**src/rtl/button_event_decoder.sv**
```systemverilog
// button_event_decoder
//
// Turns a clean, clock-synchronous button level into single-cycle events for
// the game logic: a press pulse, a release pulse, and auto-repeat pulses
// while the button stays down. Also keeps a wrapping 8-bit press counter.
//
// The FSM has three states:
//   IDLE   : button up, waiting for a rising edge.
//   HOLD   : button down, counting towards the first repeat.
//   REPEAT : button down, emitting a repeat every REPEAT_PERIOD cycles.
//
// Ports:
//   clk           system clock
//   reset         asynchronous, active-high reset
//   level         debounced button level, synchronous to clk
//   press_pulse   one-cycle pulse on press
//   release_pulse one-cycle pulse on release
//   repeat_pulse  one-cycle pulse per auto-repeat tick
//   held          high while in HOLD or REPEAT
//   press_count   number of presses, modulo 256
//   state_dbg     current FSM state (00 IDLE, 01 HOLD, 10 REPEAT)
//
// All outputs are registered.
module button_event_decoder #(
  parameter int HOLD_DELAY    = 50000000,
  parameter int REPEAT_PERIOD = 10000000,
  parameter int CNT_W         = 26
) (
  input  logic       clk,
  input  logic       reset,
  input  logic       level,
  output logic       press_pulse,
  output logic       release_pulse,
  output logic       repeat_pulse,
  output logic       held,
  output logic [7:0] press_count,
  output logic [1:0] state_dbg
);

  typedef enum logic [1:0] {
    IDLE   = 2'b00,
    HOLD   = 2'b01,
    REPEAT = 2'b10
  } state_t;

  localparam logic [CNT_W-1:0] HOLD_LAST   = CNT_W'(HOLD_DELAY - 1);
  localparam logic [CNT_W-1:0] REPEAT_LAST = CNT_W'(REPEAT_PERIOD - 1);

  state_t           state, state_n;
  logic [CNT_W-1:0] counter, counter_n;
  logic             level_d;
  logic             press_n, release_n, repeat_n, held_n;
  logic [7:0]       press_count_n;
  logic             rise;

  // level_d resets high so a button already down at reset release is not
  // reported as a press; it has to go up and come down again first.
  assign rise      = level & ~level_d;
  assign state_dbg = state;

  always_comb begin
    state_n       = state;
    counter_n     = counter;
    press_n       = 1'b0;
    release_n     = 1'b0;
    repeat_n      = 1'b0;
    held_n        = held;
    press_count_n = press_count;

    case (state)
      IDLE: begin
        if (rise) begin
          press_n       = 1'b1;
          press_count_n = press_count + 8'd1;
          counter_n     = '0;
          held_n        = 1'b1;
          state_n       = HOLD;
        end
      end

      // Release is checked before the terminal count so that a release on
      // the terminal edge suppresses the repeat.
      HOLD: begin
        if (!level) begin
          release_n = 1'b1;
          held_n    = 1'b0;
          counter_n = '0;
          state_n   = IDLE;
        end else if (counter == HOLD_LAST) begin
          repeat_n  = 1'b1;
          counter_n = '0;
          state_n   = REPEAT;
        end else begin
          counter_n = counter + 1'b1;
        end
      end

      REPEAT: begin
        if (!level) begin
          release_n = 1'b1;
          held_n    = 1'b0;
          counter_n = '0;
          state_n   = IDLE;
        end else if (counter == REPEAT_LAST) begin
          repeat_n  = 1'b1;
          counter_n = '0;
        end else begin
          counter_n = counter + 1'b1;
        end
      end

      // Unused encoding: fall back to IDLE quietly.
      default: begin
        held_n    = 1'b0;
        counter_n = '0;
        state_n   = IDLE;
      end
    endcase
  end

  always_ff @(posedge clk or posedge reset) begin
    if (reset) begin
      state         <= IDLE;
      counter       <= '0;
      level_d       <= 1'b1;
      press_pulse   <= 1'b0;
      release_pulse <= 1'b0;
      repeat_pulse  <= 1'b0;
      held          <= 1'b0;
      press_count   <= 8'd0;
    end else begin
      state         <= state_n;
      counter       <= counter_n;
      level_d       <= level;
      press_pulse   <= press_n;
      release_pulse <= release_n;
      repeat_pulse  <= repeat_n;
      held          <= held_n;
      press_count   <= press_count_n;
    end
  end

endmodule

```
**config.mk**
```make
export PLATFORM = sky130hd
export DESIGN_NAME = button_event_decoder
export DESIGN_NICKNAME = d
export VERILOG_FILES = /design/src/rtl/button_event_decoder.sv
export SDC_FILE = /design/constraint.sdc
export NUM_CORES = 1
export LEC_CHECK = 0
export CORE_ASPECT_RATIO = 1.2
export CORE_UTILIZATION = 45
export CTS_BUF_LIST = sky130_fd_sc_hd__clkbuf_4 sky130_fd_sc_hd__clkbuf_8 sky130_fd_sc_hd__clkbuf_16
export CTS_CLUSTER_DIAMETER = 30
export CTS_CLUSTER_SIZE = 25
export DETAILED_ROUTE_END_ITERATION = 7
export GPL_TIMING_DRIVEN = 0
export PLACE_DENSITY = 0.68
export SKIP_CTS_REPAIR_TIMING = 1
export SYNTH_ARGS = -nofsm -noshare
export SYNTH_HDL_FRONTEND = slang
export SYNTH_SLANG_ARGS = --single-unit
```
**constraint.sdc**
```tcl
create_clock -name clk -period 2.7 [get_ports clk]
set_clock_uncertainty 0.2 [all_clocks]
set_input_delay 0.405 -clock clk [delete_from_list [all_inputs] [get_ports clk]]
set_output_delay 0.405 -clock clk [all_outputs]
set_load 0.01 [all_outputs]
```
==> impl_results.md <==
- Tot GR Track Use: between 15 and 20%
- FFs w/ async S/R, synth: 100%
- P_sw: approximately 0.53 mW
- Global-route wire length before repair: roughly 8 mm
- Worst skew pair latency: 0.29 ns
- Detailed Route WL: around 4.6 mm
- # DRC: 0
- Switching share of power: around a third
- Cell taking the most area after synthesis: dfrtp_1
- Critical path endpoint: counter[23]
- FP Rows: 27
- Beginning of the worst hold path: press_count[7]
- Worst slew pin tran: 0.829 ns
- Clock network power share: ~24%
- DR iter-0 viols: slightly below 100
- Final nets: roughly 270
- CP arrival: approximately 2.6 ns
- Vias in the first global route: 1691
- Post-Syn Instances: between 200 and 250
- Chip width: between 60 and 70 um
- Vias per cell: roughly 5.6
- Drt pass-1 iters: 4
- Critical Path Source Type: input port
- R2R Setup Slk: 0.12 ns
- Setup TNS: 0 ns
- Commonest register cell after synthesis: dfrtp_1
- Die height: 79.6 um
- Syn. warnings: 0
- Starting Density: between 40% and 50%
- Crit-path max FO: 9
- Min-delay worst type: reg -> reg
- Slew HR: 44.6%
- Max Cap Violations: 0
- Mapped Area: ~2300 sq um
- Worst-path clk slew: 0.07 ns
- Register area share after synthesis: about 46%
- Maximum vdd drop: slightly above 0.3 mV
- Critical path startpoint: level
- H-tree depth: 2
- F_max: a little under 400 MHz
- ANT nets after route: 0
- Pin count of the biggest net entering global routing: 42
- Final Wtd Congestion: between 0.8 and 0.9
- Synth top area share: around 44%
- Minimum clock period after layout: between 2 and 3 ns
- CP Capture Type: register
- Via count: around 1800
- CP Class: in -> reg
- Worst path cell trace: clkdlybuf4s50_1 -> buf_6 -> nand2b_1 -> a211oi_2 -> nand3_1 -> or4_1 -> a21oi_1
- IO buf count: 16
- Worst Reg-to-Reg Cells: 7
- Fill count: 421
- Routed len/inst: about 15 um
- Syn_nets: approximately 240
- Synth Register Bits: ~40
- Crit path required time: around 2.7 ns
- # clock sinks: 41
- Final Hold Vio Count: 0
- Sequential Power Share: a little under half
- Ports: 17
- Post-synth EDFFs: 0
- Leakage power: approximately 1.1 nW
- Final setup violation count: 0
- Stages on the worst setup path: 7
- Synthesis-to-finish area growth: 15.4%
- Unrepaired setup endpoints after global routing: false
- Number of antenna violations at the first check in global routing: 0
- Buf/Inv on CP: 2
- TritonCTS Buffers: 5
- CTS max path bufs: 2
- Final core utilization: between 50 and 60%
- Worst path top cell family by delay: simple AND/OR/NAND/NOR gates
- Pwr Density: 636 nW/um^2
- Clk root buf: clkbuf_8
- CP peak stage delay: between 0.5 and 0.6 ns
- Share of cells above drive strength 1: roughly an eighth
- DIE AREA: 5300 sq um
- Period utilisation layout: a little over nine tenths
- Avg Synthesized Cell Area: around 9.8 sq um
- Final HPWL DP: 3.23 mm
- Status: finished, final reports clean
- P_int: approximately 1.1 mW
- Diode count: 0
- Global route total overflow: 0
- Max-slew violations: 0
- Worst reg2reg path startpoint: counter[0]
- Core Box Area: around 4700 sq um
- CTS tree: yes
- Synth area leaders: dfrtp_1, xor2_1, nand4_1
- Logic pwr share: a little under a third
- RR Endpoint: counter[12]
- Synth cell types: 45
- CP max-delay cell: a211oi_2
[through the flow]
step	total power, mW	hold WS [ns]	instance area (sq um)	setup slack [ns]	std cells
CTS	1.64	0.304	2580	0.0521	313
detailed placement	1.24	0.289	2490	-0.204	305
global placement	1.23	0.261	2490	-0.157	305
global route	1.76	0.335	2600	0.00279	316
floorplan	1.04	0.209	2260	0.458	231
finish	1.66	0.291	2600	0.119	316
[worst register-to-register path, cell delays in order (launching register included)]
cell and delay [ns]:
dfrtp_1 0.41, ha_1 0.27, nand4_2 0.26, nor4_4 0.43, a31oi_2 0.31, nor3_4 0.35
buf_6 0.19, nor2_1 0.06
[sequential cells by signal, summed over array words and instances, names as in the netlist]
register and flops:
release_pulse 1, press_pulse 1, counter 26, repeat_pulse 1, level_d 1, held 1, state_dbg 2, press_count 8
[power groups by stage]
stage / combinational (mW) / clock, mW / sequential, mW
after detailed placement: 0.470 / 0 / 0.766
after global routing: 0.558 / 0.439 / 0.767
after CTS: 0.472 / 0.414 / 0.753
after floorplan: 0.265 / 0 / 0.780
after global placement: 0.469 / 0 / 0.763
final: 0.501 / 0.402 / 0.752
[kinds of logic after synthesis]
| group | after synthesis | share of synthesized area (%) |
|---|---|---|
| buffers and inverters | 15 | 3.88 |
| adder cells (fa/ha/maj) | 5 | 2.77 |
| multiplexers | 3 | 1.44 |
| AO/OA/AOI/OAI | 28 | 8.82 |
| AND/OR/NAND/NOR | 116 | 28.6 |
| flip-flops | 41 | 45.5 |
| XOR/XNOR | 23 | 8.93 |
[cell type report]
cell class,count,area [sq um],area share [%]
Inverter,6,22.5,0.865
Multi-Input combinational cell,175,1140,43.9
Clock inverter,1,5.00,0.192
Buffer,9,65.1,2.50
Clock buffer,7,83.8,3.22
Sequential cell,41,1030,39.5
Timing Repair Buffer,19,183,7.02
Tap cell,58,72.6,2.79
[placed cells by master (no fill, tap or decap), types with 2 or more instances in the layout]
master	instances
dfrtp_1	40
nand2_1	25
nor2_1	23
nand4_1	19
xor2_1	17
clkdlybuf4s50_1	16
nand3_1	12
o21ai_0	11
and3_1	7
nor3_1	7
xnor2_1	6
inv_1	5
ha_1	5
clkbuf_8	5
buf_6	4
clkbuf_1	4
a21oi_1	4
o211ai_1	3
buf_4	3
nand2b_1	2
nor4_4	2
or4_1	2
nor2_2	2
o221ai_1	2
and3_2	2
nor2b_1	2
mux2_2	2
o22ai_1	2
clkbuf_4	2
[how the worst min path moves through the flow]
stage                           to  cells after the start
finish              press_count[7]                      1
global route        press_count[6]                      1
CTS                 press_count[3]                      1
detailed placement  press_count[3]                      1
global placement    press_count[7]                      1
floorplan                  level_d                      0
[routing by layer]
| metal | up-vias | global-route usage, % | routed length, um |
|---|---|---|---|
| met2 | 32 | 32.3 | 2320 |
| met4 | 0 | 7.45 | 57 |
| li1 | 877 | - | - |
| met3 | 7 | 4.86 | 131 |
| met5 | - | 0 | 0 |
| met1 | 856 | 23.4 | 2090 |
[cells in the mapped netlist (all sizes together) (5+ instances only)]
master  number
nand4       20
inv          6
and3         9
ha           5
o21ai       11
nand3       12
buf          5
nor3         8
nor2        25
nand2       25
xor2        17
xnor2        6
dfrtp       40
No activity file was read; power rests on OpenSTA's default activity.
